### config.mk
export PLATFORM = sky130hd
export DESIGN_NAME = bin_down_cnt
export DESIGN_NICKNAME = d
export VERILOG_FILES = /design/src/rtl/bin_down_cnt.sv
export SDC_FILE = /design/constraint.sdc
export NUM_CORES = 1
export LEC_CHECK = 0
export ABC_AREA = 0
export ABC_CLOCK_PERIOD_IN_PS = 5050
export CORE_AREA = 2 2 62 64
export CTS_BUF_LIST = sky130_fd_sc_hd__clkbuf_8
export CTS_CLUSTER_DIAMETER = 120
export CTS_CLUSTER_SIZE = 12
export DETAILED_ROUTE_END_ITERATION = 8
export DIE_AREA = 0 0 64 66
export PLACE_DENSITY = 0.75
export SYNTH_ARGS = -nofsm -noshare
export SYNTH_HDL_FRONTEND = slang
export SYNTH_SLANG_ARGS = --single-unit
### constraint.sdc
create_clock -name clk -period 5.05 [get_ports clk]
set_input_delay 0.505 -clock clk [delete_from_list [all_inputs] [get_ports clk]]
set_output_delay 0.505 -clock clk [all_outputs]
set_load 0.02 [all_outputs]
### src/rtl/bin_down_cnt.sv
// Loadable, prescaled binary down-counter with a terminal-count pulse.
// The count register can either wrap at zero or stop there (one-shot).
module bin_down_cnt #(
  parameter int WIDTH = 4,
  parameter int DIV   = 10_000_000
) (
  input  logic             clk,
  input  logic             rst,
  input  logic             en,
  input  logic             load,
  input  logic [WIDTH-1:0] load_val,
  input  logic             wrap,
  output logic [WIDTH-1:0] count,
  output logic             zero,
  output logic             tc_pulse
);

  // With DIV == 1 the prescaler degenerates to a constant-zero bit, so the tick fires every enabled cycle.
  localparam int             PW      = (DIV > 1) ? $clog2(DIV) : 1;
  localparam logic [PW-1:0]  PS_LAST = PW'(DIV - 1);

  logic [PW-1:0] prescaler;
  logic          tick;

  assign tick = en && (prescaler == PS_LAST);

  // NOTE: sequential state uses non-blocking assignments so every register samples pre-edge values.
  always_ff @(posedge clk or negedge rst) begin
    if (!rst) begin
      count     <= '0;
      prescaler <= '0;
      tc_pulse  <= 1'b0;
    end else if (load) begin
      // A load discards any coincident tick and restarts the interval.
      count     <= load_val;
      prescaler <= '0;
      tc_pulse  <= 1'b0;
    end else begin
      tc_pulse <= 1'b0;
      if (en) begin
        prescaler <= tick ? '0 : prescaler + PW'(1);
      end
      if (tick) begin
        if (count == WIDTH'(1)) begin
          count    <= '0;
          tc_pulse <= 1'b1;
        end else if (count == '0) begin
          // wrap is only consulted here; at any other time it is ignored.
          if (wrap) begin
            count <= '1;
          end
        end else begin
          count <= count - WIDTH'(1);
        end
      end
    end
  end

  assign zero = (count == '0);

endmodule

==> summary.md, run 1 <==
| Metric | Value |
|---|---|
| Antenna diode count | 0 |
| Reg2Reg Setup Slack | 2960 ps |
| Final Worst Setup Slack | 2300 ps |
| Post-Route WL | 3810 um |
| Hold buffer count at CTS | 0 |
| Io pins | 15 |
| Core ar. | 3550 um^2 |
| All-Layer GR Usage | 20.6% |
| Clk_skew | 7.22 ps |
| Fin crit share | 54.5% |
| Die area | 4220 um^2 |
| Bufs and invs on worst path | 3 |
| # setup viols final | 0 |
| Pre-CTS setup slack | 2460 ps |
| Slew @ Worst Pin | 643 ps |
| Seq/Total Area, Yosys | 42.2% |
| CTS root buf | clkbuf_8 |
| Startpoint Class | flip-flop |
| Yosys warns | 0 |
| Htree depth | 2 |
| Largest net degree at the start of global routing | 30 |
| Detailed Route Iter0 Violations | 82 |
| Clock Sinks | 29 |
| Flop pwr share | 50.7% |
| Most frequent CP cell | inv_1 |
| Status | finished clean |
| Worst path cell trace | inv_1 > ha_1 > or3b_2 > inv_1 > clkdlybuf4s50_1 |
| Comb power frac | 9.9% |
| Largest area contributor in the netlist | dfrtp_1 |
| Critical path's slowest cell | clkdlybuf4s50_1 |
| Crit path to | zero |
| Worst r2r src | count[0] |
| Most common library cell in the layout ignoring fill and taps | dfrtp_1 |
| Pre-antenna DRT Iters | 4 |
| CP Data Required Time | 4550 ps |
| Post-CTS Resized | 0 |
| Total Neg Setup Slack | 0 ps |
| Max cap viols | 0 |
| Die W | 64 um |
| Clock Power Share | 39.3% |
| Crit-path max FO | 6 |
| VDD IR max | 0.174 mV |
| First-pass GRT wire length | 6760 um |
| WL met1 | 1690 um |
| Critical path arrival | 2250 ps |
| Hold Vio Cnt, Final | 0 |
| Final GP Congestion | 0.830 |
| Number of vias per cell | 6.10 |
| Switching part of the total | 24.1% |
| Post-route ant nets | 0 |
| FF-to-FF path depth | 6 |
| Layout area overhead | 14.5% |
| RSZ-0062 raised after global routing | false |
| Top delay family on crit path | buffers and inverters |
| Cell variety after synth | 44 |
| Port Buf Inserts | 14 |
| Routed length on met2 | 1880 um |
| Vias | 1,514 |
| Setup CP Type | reg2out |
| Initial antenna violation count | 0 |
| Initial core utilization | 48.5% |
| Fin crit period | 2750 ps |
| Yosys top cell area share | 42.2% |
| Netlist Area Pre-Place | 1720 um^2 |
| Nets@finish | 212 |
| Skew-Pair Late Insertion Delay | 280 ps |
| Vias in the first global route | 1,451 |
| Fmax | 0.363 GHz |
| Row count | 22 |
| CTS Buf Count | 5 |
| Pwr dens | 243 nW/um^2 |
| WL/cell | 15.4 um |
| Clk slew on worst S/H paths | 60 ps |
| Max Used Layer | met4 |
| P_sw | 116 uW |
| Dpl hpwl | 2700 um |
| Routed met3 length | 170 um |
| Max incr delay on CP | 590 ps |
| Critical Path End Type | primary output |
| Top post-synthesis cells by area | dfrtp_1 42%, nor2_1 4.4%, a21oi_1 3.8%, and4_1 3.6%, xor2_1 3.6% |
| Synth Instances | 186 |
| Share of post-route cells with drive strength above 1 | 7.00% |
| Setup bufs post-CTS | 0 |
| Yosys reg bits | 29 |
| DRC viols | 0 |
| Clk buf depth | 2 |
| Internal power | 364 uW |
| Crit path depth | 5 |
| Total grt overflow | 0 |
| Max-slew violations | 0 |
| Synth Net Count | 198 |
| Reg2Reg Capture Point | count[1] |
| Hold Path Class | reg2reg |
| Die Ht | 66 um |
| CTS tree | built |
| Crit. Startpoint | count[0] |
| Max_slew headroom | 57.0% |
| Post-synthesis area per instance | 9.26 um^2 |
| Pleak | 0.000791 uW |
| Leading cell types in the layout, fill and taps excluded | 29 x dfrtp_1, 20 x nor2_1, 14 x nand2_1, 14 x clkdlybuf4s50_1, 13 x a21oi_1 |
[registers in the layout, summed over array words and instances (netlist names)]
signal / count
count: 4
prescaler: 24
tc_pulse: 1
[worst reg2reg max path, delay by kind of cell (launching register included)]
family | cells | cell delay (ps)
adders and majority gates | 1 | 230
buffers and inverters | 1 | 140
DFF | 1 | 450
and+or+nand+nor | 3 | 1000
AOI/OAI and AO/OA | 1 | 200
[worst min-delay path by stage]
stage	slack, ps	startpoint	endpoint	cells after the start
after global placement	560	prescaler[6]	prescaler[6]	2
after floorplan	210	rst	count[0]	0
after CTS	580	prescaler[6]	prescaler[6]	2
after detailed placement	560	prescaler[6]	prescaler[6]	2
final	570	prescaler[6]	prescaler[6]	2
after global routing	620	prescaler[21]	prescaler[21]	2
[routing by layer]
layer	vias to the layer above	track usage [%]
li1	720	-
met4	0	9.24
met5	-	0
met2	41	34.5
met1	744	25.7
met3	9	4.09
[final cells by class]
| class | instances | area (um^2) |
|---|---|---|
| clock buffer | 6 | 82.6 |
| multi-input combinational | 145 | 936 |
| sequential | 29 | 726 |
| inverter | 4 | 15.0 |
| timing repair buffer | 15 | 148 |
| fill | 319 | 1580 |
| tap | 48 | 60.1 |
| clock inverter | 1 | 3.75 |
[synthesized netlist by cell type (all sizes together)]
library cell and instances:
ha 3, nand4 10, o21ai 8, and4 8, or3b 1, or4 3
a22oi 1, o211a 1, nor2 20, xnor2 5, a2111oi 1, nor4b 3
nor4 4, and2 1, a21o 1, nand3 7, xor2 7, nand2 14
and3 3, nand2b 3, o31a 2, o311a 1, nor2b 2, o31ai 6
buf 8, o21a 1, a31oi 1, dfrtp 29, or3 8, nor3 2
inv 4, o21bai 1, a21oi 14, o211ai 1, a41oi 1, o2111ai 1
[cells by family after synthesis]
family                   share of synthesized area [%]
XOR/XNOR                                          6.10
adder cells (fa/ha/maj)                           2.18
AND/OR/NAND/NOR                                   30.6
AO/OA/AOI/OAI                                     15.5
buffers and inverters                             3.49
flip-flops                                        42.2
[power groups by stage]
stage	Sequential [uW]	Combinational (uW)	Clock, uW
after floorplan	249	22.3	0
after global placement	247	46.2	0
after detailed placement	247	47.9	0
after CTS	243	48.2	193
after global routing	244	52.4	204
final	243	47.6	188
[through the flow]
step	hold slack [ps]	utilization, %	area, um^2	total power, uW	instances
after floorplan	209	-	1720	271	186
final	573	55.5	1970	479	248
after global routing	615	55.5	1970	500	248
after detailed placement	558	53.1	1880	295	241
after global placement	556	53.1	1880	293	241
after CTS	582	55.5	1970	484	248
No activity file was read; power rests on OpenSTA's default activity.
==> run 2: changes to the inputs <==
Settings changed: ABC_CLOCK_PERIOD_IN_PS 5050 to 2400, PLACE_DENSITY 0.75 to 0.78.
Clock period 5.05 ns to 2.4 ns, I/O delays scaled along.
==> summary.md, run 2 (synthesis gave the netlist of run 1 again) <==
| Metric | Value |
|---|---|
| Worst path cell trace | inv_1 > ha_1 > or3b_2 > inv_1 > dlygate4sd2_1 |
| Crit-path max FO | 6 |
| First-pass GRT wire length | 6310 um |
| Final Util | 56.3% |
| RSZ-0062 raised after global routing | false |
| Detailed Route Iter0 Violations | 105 |
| Most frequent CP cell | inv_1 |
| Dpl hpwl | 2550 um |
| Setup bufs post-CTS | 0 |
| Io pins | 15 |
| DRC viols | 0 |
| Post-DP Area | 1900 um^2 |
| WL met1 | 1710 um |
| VDD IR max | 0.388 mV |
| Final GP Congestion | 0.820 |
| CTS Buf Count | 5 |
| Max FFs per register | 24 |
| Antenna diode count | 0 |
| CP Data Required Time | 2160 ps |
| Slew @ Worst Pin | 552 ps |
| Die Ht | 66 um |
| Post-CTS Resized | 1 |
| Die area | 4220 um^2 |
| Pwr dens | 527 nW/um^2 |
| Post-Route WL | 3580 um |
| Initial antenna violation count | 0 |
| Pre-antenna DRT Iters | 4 |
| Leading registers by flop count | prescaler x24, count x4, tc_pulse x1 |
| Fin crit share | 90.8% |
| Most common library cell in the layout ignoring fill and taps | dfrtp_1 |
| Vias in the first global route | 1,424 |
| Die W | 64 um |
| Largest net degree at the start of global routing | 30 |
| Port Buf Inserts | 14 |
| Clk buf depth | 2 |
| Routed met3 length | 164 um |
| Total Neg Setup Slack | 0 ps |
| Pleak | 0.000811 uW |
| Total grt overflow | 0 |
| Status | finished clean |
| Fin area | 2000 um^2 |
| Row count | 22 |
| Nets@finish | 214 |
| Core ar. | 3550 um^2 |
| Clock Sinks | 29 |
| Initial core utilization | 48.5% |
| Htree depth | 2 |
| Final Worst Setup Slack | 221 ps |
| Setup CP Type | reg2out |
| Startpoint Class | flip-flop |
| Max Used Layer | met4 |
| Share of post-route cells with drive strength above 1 | 8.87% |
| Power after layout | 1050 uW |
| Max-slew violations | 0 |
| Pre-CTS setup slack | 250 ps |
| Clk_skew | 8.60 ps |
| Max cap viols | 0 |
| Max_slew headroom | 62.9% |
| Fillers | 322 |
| Fmax | 0.459 GHz |
| Critical Path End Type | primary output |
| Layout area overhead | 16.1% |
| Number of vias per cell | 5.87 |
| Hold Path Class | in2async |
| Clk slew on worst S/H paths | 70 ps |
| CTS tree | built |
| Routed length on met2 | 1630 um |
| # setup viols final | 0 |
| All-Layer GR Usage | 19.6% |
| Critical path's slowest cell | or3b_2 |
| Hold buffer count at CTS | 0 |
| Critical path arrival | 1940 ps |
| CTS root buf | clkbuf_8 |
| WL/cell | 14.2 um |
| FF-to-FF path depth | 6 |
| Fin crit period | 2180 ps |
| Max incr delay on CP | 500 ps |
| Largest Register | prescaler |
| Post-route ant nets | 0 |
| Skew-Pair Late Insertion Delay | 280 ps |
| Vias | 1,473 |
| Hold Vio Cnt, Final | 0 |
| Leading cell types in the layout, fill and taps excluded | 29 x dfrtp_1, 20 x nor2_1, 14 x nand2_1, 13 x a21oi_1, 13 x clkdlybuf4s50_1 |
run 2: cell count changes in the layout (fill, tap and decap cells not counted), sizes merged:
cell	delta
dlygate4sd2	+1
buf	+2
clkdlybuf4s50	-1
inv	-1
clkinv	+1
clkbuf	+1
run 2: metrics by stage:
stage | hold WS, ps | std cells
after global placement | 556 | 243
final | 355 | 251
after floorplan | -55.6 | 186
after global routing | 386 | 251
after detailed placement | 561 | 243
after CTS | 373 | 251
run 2: critical path: cells and delay by family (launching register included):
| kind | cells | cell delay (ps) |
|---|---|---|
| fa+ha+maj | 1 | 210 |
| buf+inv | 3 | 510 |
| flops | 1 | 430 |
| simple gates | 1 | 500 |
run 2: final timing paths:
check / from / end / slack [ps]
max in group asynchronous: rst / prescaler[7] / 1770
setup reg to reg: count[0] / count[1] / 290
hold / removal: rst / tc_pulse / 350
setup / recovery: count[0] / zero / 220
hold reg to reg: prescaler[6] / prescaler[6] / 570
min in group clk: load_val[1] / count[1] / 500
run 2: cell type report:
type	instances	area, um^2	share of cell area, %
timing repair buffer	17	161	8.07
clock buffer	7	96.3	4.82
sequential	29	726	36.3
tap	48	60.1	3.00
clock inverter	1	5.00	0.250
inverter	4	15.0	0.751
multi-input combinational	145	936	46.8
run 2: layer usage:
| metal | track usage [%] | vias up |
|---|---|---|
| li1 | - | 732 |
| met1 | 24.6 | 711 |
| met2 | 31.4 | 22 |
| met3 | 5.96 | 8 |
| met4 | 8.15 | 0 |
| met5 | 0 | - |
run 2: power by group:
part / switching [uW] / internal (uW) / total (uW)
clock network: 184 / 259 / 443
registers: 12.9 / 498 / 510
logic: 54.6 / 46.8 / 101
==> run 3: changes to the inputs <==
Settings changed: CAP_MARGIN set to 10.
==> results of run 3 <==
No change in the layout: final DEF, timing and power equal those of run 2.
